<file path="src/rtl/score_submitter.sv">
// Score-tracker request initiator: queues finished-game results in a small FIFO,
// submits them one at a time and returns each verdict (or a timeout) as a strobe.
module score_submitter #(
  parameter int DEPTH     = 4,
  parameter int TIMEOUT   = 16,
  parameter int MAX_SCORE = 99
) (
  input  logic                       clk,
  input  logic                       rst,
  input  logic                       game_done,
  input  logic [6:0]                 game_score,
  input  logic [2:0]                 game_playerID,
  input  logic                       game_isGuest,
  output logic                       score_req,
  output logic [6:0]                 score,
  output logic [2:0]                 playerID,
  output logic                       isGuest,
  input  logic                       valid,
  input  logic                       personal_winner,
  input  logic                       global_winner,
  output logic                       result_valid,
  output logic                       result_personal,
  output logic                       result_global,
  output logic [2:0]                 result_playerID,
  output logic                       reject,
  output logic                       timeout_err,
  output logic [$clog2(DEPTH):0]     pending
);

  localparam int AW = $clog2(DEPTH);
  localparam int CW = $clog2(TIMEOUT);
  localparam int EW = 11;
  localparam logic [AW-1:0] PTR_ONE = AW'(1);
  localparam logic [AW:0]   CNT_ONE = (AW+1)'(1);
  localparam logic [AW:0]   CNT_FULL = (AW+1)'(DEPTH);
  localparam logic [CW-1:0] T_ONE  = CW'(1);
  localparam logic [CW-1:0] T_LAST = CW'(TIMEOUT - 1);

  typedef enum logic [1:0] {IDLE, REQ, WAIT} state_t;

  state_t          state;
  logic [EW-1:0]   mem [DEPTH];
  logic [AW-1:0]   rd_ptr, wr_ptr, rd_nxt;
  logic [AW:0]     count, cnt_nxt, remain;
  logic [CW-1:0]   tcnt;
  logic [EW-1:0]   new_entry, head_nxt;
  logic            pop, push, got_valid, expire;

  function automatic logic score_ok(input logic [6:0] s);
    return int'(s) <= MAX_SCORE;
  endfunction

  assign pending   = count;
  assign new_entry = {game_score, game_playerID, game_isGuest};

  always_comb begin
    got_valid = (state == WAIT) && valid;
    expire    = (state == WAIT) && !valid && (tcnt == T_LAST);
    pop       = got_valid || expire;
    push      = game_done && score_ok(game_score) && ((count < CNT_FULL) || pop);
    rd_nxt    = pop ? rd_ptr + PTR_ONE : rd_ptr;
    remain    = pop ? count - CNT_ONE : count;
    cnt_nxt   = push ? remain + CNT_ONE : remain;
    // An entry pushed into an (effectively) empty FIFO becomes the head directly
    if (remain != '0)
      head_nxt = mem[rd_nxt];
    else if (push)
      head_nxt = new_entry;
    else
      head_nxt = '0;
  end

  always_ff @(posedge clk) begin
    if (push) mem[wr_ptr] <= new_entry;
  end

  always_ff @(posedge clk) begin
    if (rst) begin
      state           <= IDLE;
      rd_ptr          <= '0;
      wr_ptr          <= '0;
      count           <= '0;
      tcnt            <= '0;
      score_req       <= 1'b0;
      score           <= '0;
      playerID        <= '0;
      isGuest         <= 1'b0;
      result_valid    <= 1'b0;
      result_personal <= 1'b0;
      result_global   <= 1'b0;
      result_playerID <= '0;
      reject          <= 1'b0;
      timeout_err     <= 1'b0;
    end else begin
      score_req    <= 1'b0;
      result_valid <= 1'b0;
      timeout_err  <= 1'b0;
      reject       <= game_done && !push;
      rd_ptr       <= rd_nxt;
      count        <= cnt_nxt;
      if (push) wr_ptr <= wr_ptr + PTR_ONE;
      {score, playerID, isGuest} <= head_nxt;
      case (state)
        IDLE: begin
          if (count != '0) begin
            state     <= REQ;
            score_req <= 1'b1;
          end
        end
        REQ: begin
          state <= WAIT;
          tcnt  <= '0;
        end
        WAIT: begin
          tcnt <= tcnt + T_ONE;
          if (got_valid) begin
            result_valid    <= 1'b1;
            result_personal <= personal_winner;
            result_global   <= global_winner;
            result_playerID <= playerID;
            state           <= IDLE;
          end else if (expire) begin
            timeout_err <= 1'b1;
            state       <= IDLE;
          end
        end
        default: state <= IDLE;
      endcase
    end
  end

endmodule

</file>
<file path="config.mk">
export PLATFORM = sky130hd
export DESIGN_NAME = score_submitter
export DESIGN_NICKNAME = d
export VERILOG_FILES = /design/src/rtl/score_submitter.sv
export SDC_FILE = /design/constraint.sdc
export NUM_CORES = 1
export LEC_CHECK = 0
export ABC_AREA = 1
export ABC_CLOCK_PERIOD_IN_PS = 2850
export CORE_MARGIN = 4
export CORE_UTILIZATION = 40
export CTS_CLUSTER_SIZE = 40
export DETAILED_ROUTE_END_ITERATION = 12
export SLEW_MARGIN = 20
export SYNTH_ARGS = -nofsm -noshare
export SYNTH_HDL_FRONTEND = slang
export SYNTH_SLANG_ARGS = --single-unit
</file>
<file path="constraint.sdc">
create_clock -name clk -period 2.85 [get_ports clk]
set_clock_uncertainty 0.05 [all_clocks]
set_input_delay 0.57 -clock clk [delete_from_list [all_inputs] [get_ports clk]]
set_output_delay 0.57 -clock clk [all_outputs]
set_load 0.01 [all_outputs]
</file>
==> flow_summary.toml, run 1 <==
[clock_network]
cts_tree = "done"
cts_root_buf = "clkbuf_8"
postCtsResizedCells = 0
post_cts_buffers = 0
htreeDepth = 3
hold_buffers = 0
insertion_delay_ns = 0.34
ctsLongestPathBuffers = 2
path_clk_slew_ns = 0.09
numCtsBuffers = 9
cts.sinks = 77

[global_routing]
grt_pass1_wl_um = 11950
global_route.usage.met1_pct = 20.77
met3_usage_pct = 2.479
grt_pass1_vias = 2411
grt-ovfl-total = 0
grt.total_usage_pct = 15.24
grt_max_degree = 24
antenna_found_initial = 0
busiest_layer = "met2"
use_met2_pct = 24.30

[sta]
finalCriticalPeriod_ns = 2.379
drv_slew = 0
max_freq_mhz = 420.3
tns_ns = 0
whs_ns = 0.4394
hold_viol_final = 0
tightest_slew_ns = 0.5003
finalSetupViolCount = 0
min_period_over_period_pct = 83.48
max_slew_margin_pct = 66.30
grt_setup_unrepaired = "false"

[detailed_routing]
drtIter0Drc = 104
firstDrtPassIters = 4
routed_wl_um = 7251
viasPerCell = 4.607
wl_per_cell_um = 13.26
ant_nets = 0
post-route-drc-count = 0
vias = 2520

[worst_hold_path]
hold_path.class = "register to register"
hold_depth = 2
min_to = "result_playerID[2]"
holdCritStartpoint = "result_playerID[2]"

[synthesis]
yosysTopAreaCell = "edfxtp_1"
seq_area_frac_synth_pct = 57.04
synth_most_common_cell = "inv_1"
ys.flop_type = "edfxtp_1"
ys_types = 28
ys_ff_latch = 77
syn_area_sq_um = 3475
synth.area.top_cells = "edfxtp_1 38%, dfxtp_1 19%, inv_1 8.9%, nand2_1 7.2%, nand3_1 6.6%"
yosys-top-cells-count = "82 x inv_1, 67 x nand2_1, 46 x nand3_1, 44 x edfxtp_1, 37 x nor2_1"
synth_nets = 421
netlist_instances = 391
yosysTopAreaCellShare_pct = 38.03
synth-edff-count = 44
syn_area_per_cell_sq_um = 8.886
ys_warn_count = 0
async_reset_ff_share_pct = 0

[setup_path]
crit_type = "input pin to register"
rr_worst_depth = 11
rr_endpoint = "score[0]"
r2r_slack_ns = 0.51
end_kind = "register"
startpoint_type = "input pin"
r2r-start = "state[0]"
cp.arrival_ns = 2.60
crit_required_ns = 3.07
critPathMaxFanout = 11

[place]
portBuffers = 39
hpwlAfterDp_um = 5002
routabilityCongestion = 0.7152
dpl-instance-area_sq_um = 4003

[floorplanning]
rows = 33
pin_count = 40
dieArea_sq_um = 10240
core_area_sq_um = 8341
fp.dieH_um = 101.2
dieWidth_um = 101.2
start_util_pct = 41.66

[job]
maxCapViolCount = 0

[finish]
final_area_sq_um = 4259
final_util_pct = 51.07
nNetsFinal = 467
fillerInstances = 790
layout-drive-gt1-share_pct = 8.145
synthToLayoutAreaGrowth_pct = 22.58
antenna_cells = 0

[run_status]
status = "finished, final reports clean"

[power_and_ir_drop]
powerDensity_nw_per_um2 = 851.4
leakage_nw = 1.892
ir_drop_mv = 0.3312
p_total_w = 0.003626
==> power breakdown <==
part	leakage (nW)	internal (W)	switching (W)
clock network	0.131	0.000589	0.000402
logic	1.09	0.000489	0.000720
registers	0.673	0.00135	0.0000801
==> layout by cell type, fill, tap and decap left out <==
cell             netlist  final
clkdlybuf4s50_1        0     39
xor2_1                 1      1
nor3_1                 3      3
dfxtp_1               33     33
nand2_2                4      4
nor3b_1                1      1
a211oi_1               1      1
nand2_1               67     67
clkbuf_16              0      3
and3_1                 1      1
clkbuf_8               0     10
clkinv_2               0      1
nor2_2                 1      1
bufinv_16              0      1
clkinv_4               0      1
nand3_2                1      1
nor2_1                37     37
o21ai_4                1      1
nand3b_1               1      1
o21ai_0               14     14
inv_2                  1      1
xnor2_1                1      1
inv_1                 82     82
xor2_2                 1      1
a32o_1                 1      1
a21oi_1               20     20
ha_1                  13     13
edfxtp_1              44     44
buf_4                  0     11
a31oi_1                1      1
nand3_1               46     46
==> per-stage QoR <==
step | worst slack [ns] | instances
2_1_floorplan | 0.5993 | 391
3_3_place_gp | 0.2050 | 531
3_5_place_dp | 0.1213 | 531
4_1_cts | 0.4691 | 547
5_1_grt | 0.2783 | 547
6_report | 0.4707 | 547
==> kinds of logic after synthesis <==
family	synth area share [%]
AOI/OAI and AO/OA	6.050
xor gates and xnor gates	0.9725
adders and majority gates	4.681
buffers and inverters	11.16
DFF	57.04
and+or+nand+nor	20.09
==> worst max-delay path by stage <==
| stage | slack (ns) | cells past startpoint | start | end |
|---|---|---|---|---|
| floorplan | 0.60 | 9 | state[0] | mem[0][0] |
| global placement | 0.21 | 13 | valid | score[0] |
| detailed placement | 0.12 | 13 | valid | score[0] |
| CTS | 0.47 | 13 | valid | score[0] |
| global route | 0.28 | 13 | valid | playerID[1] |
| finish | 0.47 | 11 | valid | score[0] |
==> area by class of cell <==
class / count / area (sq um) / share of cell area [%]
clock buffers: 13 / 212.7 / 4.994
clock inverters: 3 / 43.79 / 1.028
inverters: 83 / 311.5 / 7.315
multi-input cells: 216 / 1105 / 25.94
flip-flops and latches: 77 / 1982 / 46.53
well taps: 105 / 131.4 / 3.085
repair buffers: 50 / 473.0 / 11.10
==> worst max-delay path: stages <==
cell and delay (ns):
clkdlybuf4s50_1 0.46, inv_1 0.09, nand2_1 0.09, o21ai_4 0.24, inv_2 0.06, o21ai_0 0.23, inv_1 0.09, ha_1 0.20
nand2_1 0.31, nand2_1 0.10, a21oi_1 0.15
==> metal layers <==
layer / vias up / share of wire (%)
met2: 41 / 46
met3: 12 / 3.8
met4: 0 / 2.0
li1: 1320 / -
met5: - / 0
met1: 1147 / 48
==> sequential cells by signal, indices dropped and copies added (netlist names), 2 cells and up <==
register         count
playerID             3
wr_ptr               2
pending              3
mem                 44
score                7
state                2
result_playerID      3
tcnt                 4
rd_ptr               2
No activity file was read; power rests on OpenSTA's default activity.
==> inputs of run 2 (changes only) <==
--- a/config.mk
+++ b/config.mk
@@ -6,7 +6,7 @@
 export NUM_CORES = 1
 export LEC_CHECK = 0
 export ABC_AREA = 1
-export ABC_CLOCK_PERIOD_IN_PS = 2850
+export ABC_CLOCK_PERIOD_IN_PS = 2300
 export CORE_MARGIN = 4
 export CORE_UTILIZATION = 40
 export CTS_CLUSTER_SIZE = 40
==> constraint.sdc (replaced) <==
create_clock -name clk -period 2.3 [get_ports clk]
set_clock_uncertainty 0.05 [all_clocks]
set_input_delay 0.46 -clock clk [delete_from_list [all_inputs] [get_ports clk]]
set_output_delay 0.46 -clock clk [all_outputs]
set_load 0.01 [all_outputs]
==> run 2 against run 1 <==
Final cell count is 2.6% higher. Die area unchanged. Flip-flop and latch count stayed put. Setup slack worse by 0.25 ns. Largest cell class unchanged. Clock power grew 0.7%. Global-route usage increased by 0.64 points. Total power increased by 25%. Register-to-register slack worse by 0.29 ns. Clock-buffer cell count decreased by 4. Highest routed layer unchanged. Final area up 3.1%.
==> flow_summary.toml, run 2 (same netlist as run 1, synthesis figures left out) <==
[run_status]
status = "finished, final reports clean"

[detailed_routing]
post-route-drc-count = 0
wl_per_cell_um = 13.30
routed_wl_um = 7459
vias = 2601
firstDrtPassIters = 4
drtIter0Drc = 120
viasPerCell = 4.636
ant_nets = 0

[clock_network]
cts_tree = "done"
ctsLongestPathBuffers = 2
cts.sinks = 77
htreeDepth = 3
post_cts_buffers = 0
hold_buffers = 0
numCtsBuffers = 9
path_clk_slew_ns = 0.08
cts_root_buf = "clkbuf_8"
insertion_delay_ns = 0.34

[global_routing]
grt.total_usage_pct = 15.88
grt-ovfl-total = 0
grt_pass1_vias = 2576
grt_pass1_wl_um = 12430
grt_max_degree = 23
antenna_found_initial = 0

[setup_path]
critPathBufInv = 4
r2r-start = "state[0]"
cp.arrival_ns = 2.30
critPathMaxFanout = 11
crit_path_start = "state[0]"
cp_top_family = "buffers and inverters"
crit_required_ns = 2.52
critPathMostFrequentCell = "nand2_1"
slowest_stage = "dfxtp_1"
path_cells = "inv_1 > ha_4 > nand2_1 > o21ai_4 > buf_4 > nand2_2 > xor2_2 > inv_1 > nand2_1 > buf_12 > nand2_1 > a21oi_1"
crit_type = "register to register"
startpoint_type = "register"
slowest_delay_ns = 0.32
end_kind = "register"

[place]
hpwlAfterDp_um = 5189
portBuffers = 39
place_ws_ns = -0.2873
routabilityCongestion = 0.7615

[sta]
max_slew_margin_pct = 68.96
finalSetupViolCount = 0
worst_slack_ns = 0.2189
hold_viol_final = 0
grt_setup_unrepaired = "false"
max_freq_mhz = 480.5
finalCriticalPeriod_ns = 2.081
tightest_slew_ns = 0.4607
drv_slew = 0
min_period_over_period_pct = 90.48

[floorplanning]
fp.dieH_um = 101.2
pin_count = 40
core_area_sq_um = 8341
start_util_pct = 41.66
dieArea_sq_um = 10240
rows = 33
dieWidth_um = 101.2

[finish]
synthToLayoutAreaGrowth_pct = 26.32
top_register = "mem"
top_regs = "mem: 44 flops, score: 7 flops, tcnt: 4 flops"
mostFrequentLayoutCells = "82 x inv_1, 67 x nand2_1, 46 x nand3_1, 44 x edfxtp_1, 39 x clkdlybuf4s50_1"
mostFrequentLayoutCell = "inv_1"
largest_reg_flops = 44
antenna_cells = 0
nNetsFinal = 481
layout-drive-gt1-share_pct = 10.75

[job]
maxCapViolCount = 0

[power_and_ir_drop]
leakage_nw = 1.948
powerDensity_nw_per_um2 = 1031
p_total_w = 0.004524
ir_drop_mv = 0.4254

[worst_hold_path]
hold_path.class = "register to register"
holdCritStartpoint = "result_personal"
[run 2: cell types whose count changed in the layout (fill, tap and decap cells not counted), moves of 2 or more]
cell / previous run / this run
buf_12: 0 / 6
clkinv_1: 0 / 2
buf_4: 11 / 18
clkbuf_16: 3 / 0
clkinvlp_4: 0 / 2
[run 2: metal layers]
layer  vias up  GRT usage [%]  share of wire (%)
met3         9          3.650                4.2
met2        47          24.70                 46
li1       1347              -                  -
met1      1198          21.77                 48
met4         0          5.828                1.5
met5         -              0                  0
[run 2: worst reg2reg max path: cells and delay by family (launching register included)]
| family | cells | cell delay, ns |
|---|---|---|
| AO/OA/AOI/OAI | 2 | 0.33 |
| buffers and inverters | 4 | 0.52 |
| XOR/XNOR | 1 | 0.29 |
| AND/OR/NAND/NOR | 4 | 0.31 |
| flip-flops | 1 | 0.32 |
| adder cells (fa/ha/maj) | 1 | 0.19 |
[run 2: final cells by class]
class                   count  area (sq um)
clock inverters             7         66.31
flip-flops and latches     77          1982
well taps                 105         131.4
clock buffers               9         123.9
fillers                   755          3951
multi-input cells         217          1129
repair buffers             63         645.6
inverters                  83         311.5
[run 2: timing repair]
action | in CTS | in global routing
gates cloned | 0 | 1
resized for setup | 1 | 2
pin swaps | 0 | 1
endpoints found under the setup margin | 8 | 11
[run 2: final timing paths]
kind | cells past startpoint | end | slack [ns]
min | 2 | result_personal | 0.43
max | 12 | score[1] | 0.22
max reg2reg | 12 | score[1] | 0.22
min reg2reg | 2 | result_personal | 0.43
[run 2: report_power, final]
group | internal [W] | switching, W | total, W
clock network | 0.000494 | 0.000503 | 0.000997
registers | 0.00167 | 0.000106 | 0.00178
logic | 0.000793 | 0.000958 | 0.00175
total | 0.00296 | 0.00157 | 0.00452
[run 2: through the flow]
stage	TNS, ns	utilization [%]	instance area (sq um)	hold slack (ns)	std cells
2_1_floorplan	0	-	3475	0.4090	391
3_3_place_gp	-2.336	50.06	4175	0.4180	544
3_5_place_dp	-2.962	50.06	4175	0.4236	544
4_1_cts	0	52.40	4370	0.4393	560
5_1_grt	0	52.63	4389	0.4635	561
6_report	0	52.63	4389	0.4344	561
==> inputs of run 3 (changes only) <==
--- a/config.mk
+++ b/config.mk
@@ -11,7 +11,7 @@
 export CORE_UTILIZATION = 40
 export CTS_CLUSTER_SIZE = 40
 export DETAILED_ROUTE_END_ITERATION = 12
-export SLEW_MARGIN = 20
+export PLACE_DENSITY = 0.57
 export SYNTH_ARGS = -nofsm -noshare
 export SYNTH_HDL_FRONTEND = slang
 export SYNTH_SLANG_ARGS = --single-unit
==> run 3 against run 2 <==
Clock-buffer cell count is the same. Sequential power is essentially flat. Total power grew 1.5%. Critical path depth is the same. Critical endpoint is now isGuest. Largest power group unchanged. Highest routed layer unchanged.
==> flow_summary.toml, run 3 (same netlist as run 1, synthesis figures left out) <==
[global_routing]
met3_usage_pct = 2.479
grt_max_degree = 24
global_route.usage.met1_pct = 21.98
grt.total_usage_pct = 16.03
use_met2_pct = 25.40
grt-ovfl-total = 0
busiest_layer = "met2"
antenna_found_initial = 0
grt_pass1_vias = 2509
grt_pass1_wl_um = 12660

[worst_hold_path]
holdCritStartpoint = "result_personal"
hold_path.class = "register to register"
min_to = "result_personal"
hold_depth = 2

[sta]
hold_viol_final = 0
finalCriticalPeriod_ns = 2.046
drv_slew = 0
tightest_slew_ns = 0.3972
finalSetupViolCount = 0
max_slew_margin_pct = 73.24
min_period_over_period_pct = 88.96
grt_setup_unrepaired = "false"
max_freq_mhz = 488.7

[setup_path]
r2r_slack_ns = 0.25
rr_endpoint = "isGuest"
rr_worst_depth = 12
end_kind = "register"
critPathMostFrequentCell = "nand2_1"
cp.arrival_ns = 2.27
cp_top_family = "buffers and inverters"
critPathBufInv = 4
crit_required_ns = 2.53
r2r-start = "state[0]"
crit_type = "register to register"
slowest_delay_ns = 0.32
startpoint_type = "register"
path_cells = "inv_1 > ha_2 > nand2_1 > o21ai_4 > buf_4 > nand2_2 > xor2_2 > inv_1 > nand2_1 > buf_4 > nand2_1 > a21oi_1"
critPathMaxFanout = 5
slowest_stage = "dfxtp_1"

[finish]
mostFrequentLayoutCell = "inv_1"
largest_reg_flops = 44
antenna_cells = 0
top_regs = "mem: 44 flops, score: 7 flops, tcnt: 4 flops"
synthToLayoutAreaGrowth_pct = 26.11
nNetsFinal = 482
final_area_sq_um = 4382
mostFrequentLayoutCells = "82 x inv_1, 67 x nand2_1, 46 x nand3_1, 44 x edfxtp_1, 39 x clkdlybuf4s50_1"
layout-drive-gt1-share_pct = 11.38
final_util_pct = 52.54
top_register = "mem"

[detailed_routing]
ant_nets = 0
viasPerCell = 4.651
routed_wl_um = 7652
post-route-drc-count = 0
vias = 2614
wl_per_cell_um = 13.62
drtIter0Drc = 108
firstDrtPassIters = 4

[floorplanning]
core_area_sq_um = 8341
start_util_pct = 41.66
fp.dieH_um = 101.2
dieArea_sq_um = 10240
pin_count = 40
dieWidth_um = 101.2
rows = 33

[power_and_ir_drop]
leakage_nw = 1.959
powerDensity_nw_per_um2 = 1048
ir_drop_mv = 0.4313

[job]
maxCapViolCount = 0

[clock_network]
ctsLongestPathBuffers = 2
hold_buffers = 0
post_cts_buffers = 0
insertion_delay_ns = 0.34
cts_tree = "done"
cts_root_buf = "clkbuf_8"
cts.sinks = 77
path_clk_slew_ns = 0.08
numCtsBuffers = 9
htreeDepth = 3

[place]
routabilityCongestion = 0.7619
portBuffers = 39
hpwlAfterDp_um = 5476
dpl-instance-area_sq_um = 4145

[run_status]
status = "finished, final reports clean"
run 3: cell count changes in the layout (fill, tap and decap cells not counted), sizes merged:
| cell | delta |
|---|---|
| inv | +1 |
| bufinv | +1 |
| clkinv | -1 |
| clkinvlp | -1 |
| buf | +1 |
run 3: cell type report:
cell class / instances / area (sq um)
fillers: 764 / 3959
inverters: 83 / 311.5
clock inverters: 7 / 98.84
well taps: 105 / 131.4
flip-flops and latches: 77 / 1982
repair buffers: 64 / 615.6
multi-input cells: 217 / 1119
clock buffers: 9 / 123.9
run 3: routing by layer:
layer  vias to the layer above  wire [um]
met5                         -          0
met4                         0        138
met3                        14        345
met2                        53       3545
met1                      1195       3622
li1                       1352          -
run 3: how the worst max path moves through the flow:
stage	slack, ns	endpoint	cells past startpoint	from
after floorplan	0.05	mem[0][0]	9	state[0]
after global placement	-0.19	score[3]	13	valid
after detailed placement	-0.28	score[6]	13	valid
after CTS	0.11	score[6]	13	state[0]
after global routing	0.02	score[6]	13	state[0]
final	0.25	isGuest	12	state[0]
run 3: metrics by stage:
stage	instances	setup TNS (ns)	setup slack (ns)	power (W)	hold slack, ns
2_1_floorplan	391	0	0.04925	0.002791	0.4090
3_3_place_gp	545	-2.446	-0.1871	0.003441	0.4193
3_5_place_dp	545	-4.619	-0.2788	0.003471	0.4255
4_1_cts	561	0	0.1133	0.004624	0.4422
5_1_grt	562	0	0.01755	0.004906	0.4700
6_report	562	0	0.2539	0.004590	0.4374
run 3: worst register-to-register path, stage by stage, from the launching register on:
cell and delay, ns:
dfxtp_1 0.32, inv_1 0.12, ha_2 0.25, nand2_1 0.10
o21ai_4 0.19, buf_4 0.16, nand2_2 0.06, xor2_2 0.27
inv_1 0.07, nand2_1 0.08, buf_4 0.14, nand2_1 0.06
a21oi_1 0.12
run 3: what timing repair did:
action                                  CTS  global route
endpoints found under the setup margin    3            11
resized for setup                         1             2
cloned                                    0             1
pin swaps                                 0             1
run 3: power by group:
| group | internal [W] | switching, W | total [W] |
|---|---|---|---|
| clock | 0.000616 | 0.000516 | 0.00113 |
| sequential | 0.00167 | 0.000107 | 0.00178 |
| combinational | 0.000732 | 0.000950 | 0.00168 |
| total | 0.00302 | 0.00157 | 0.00459 |
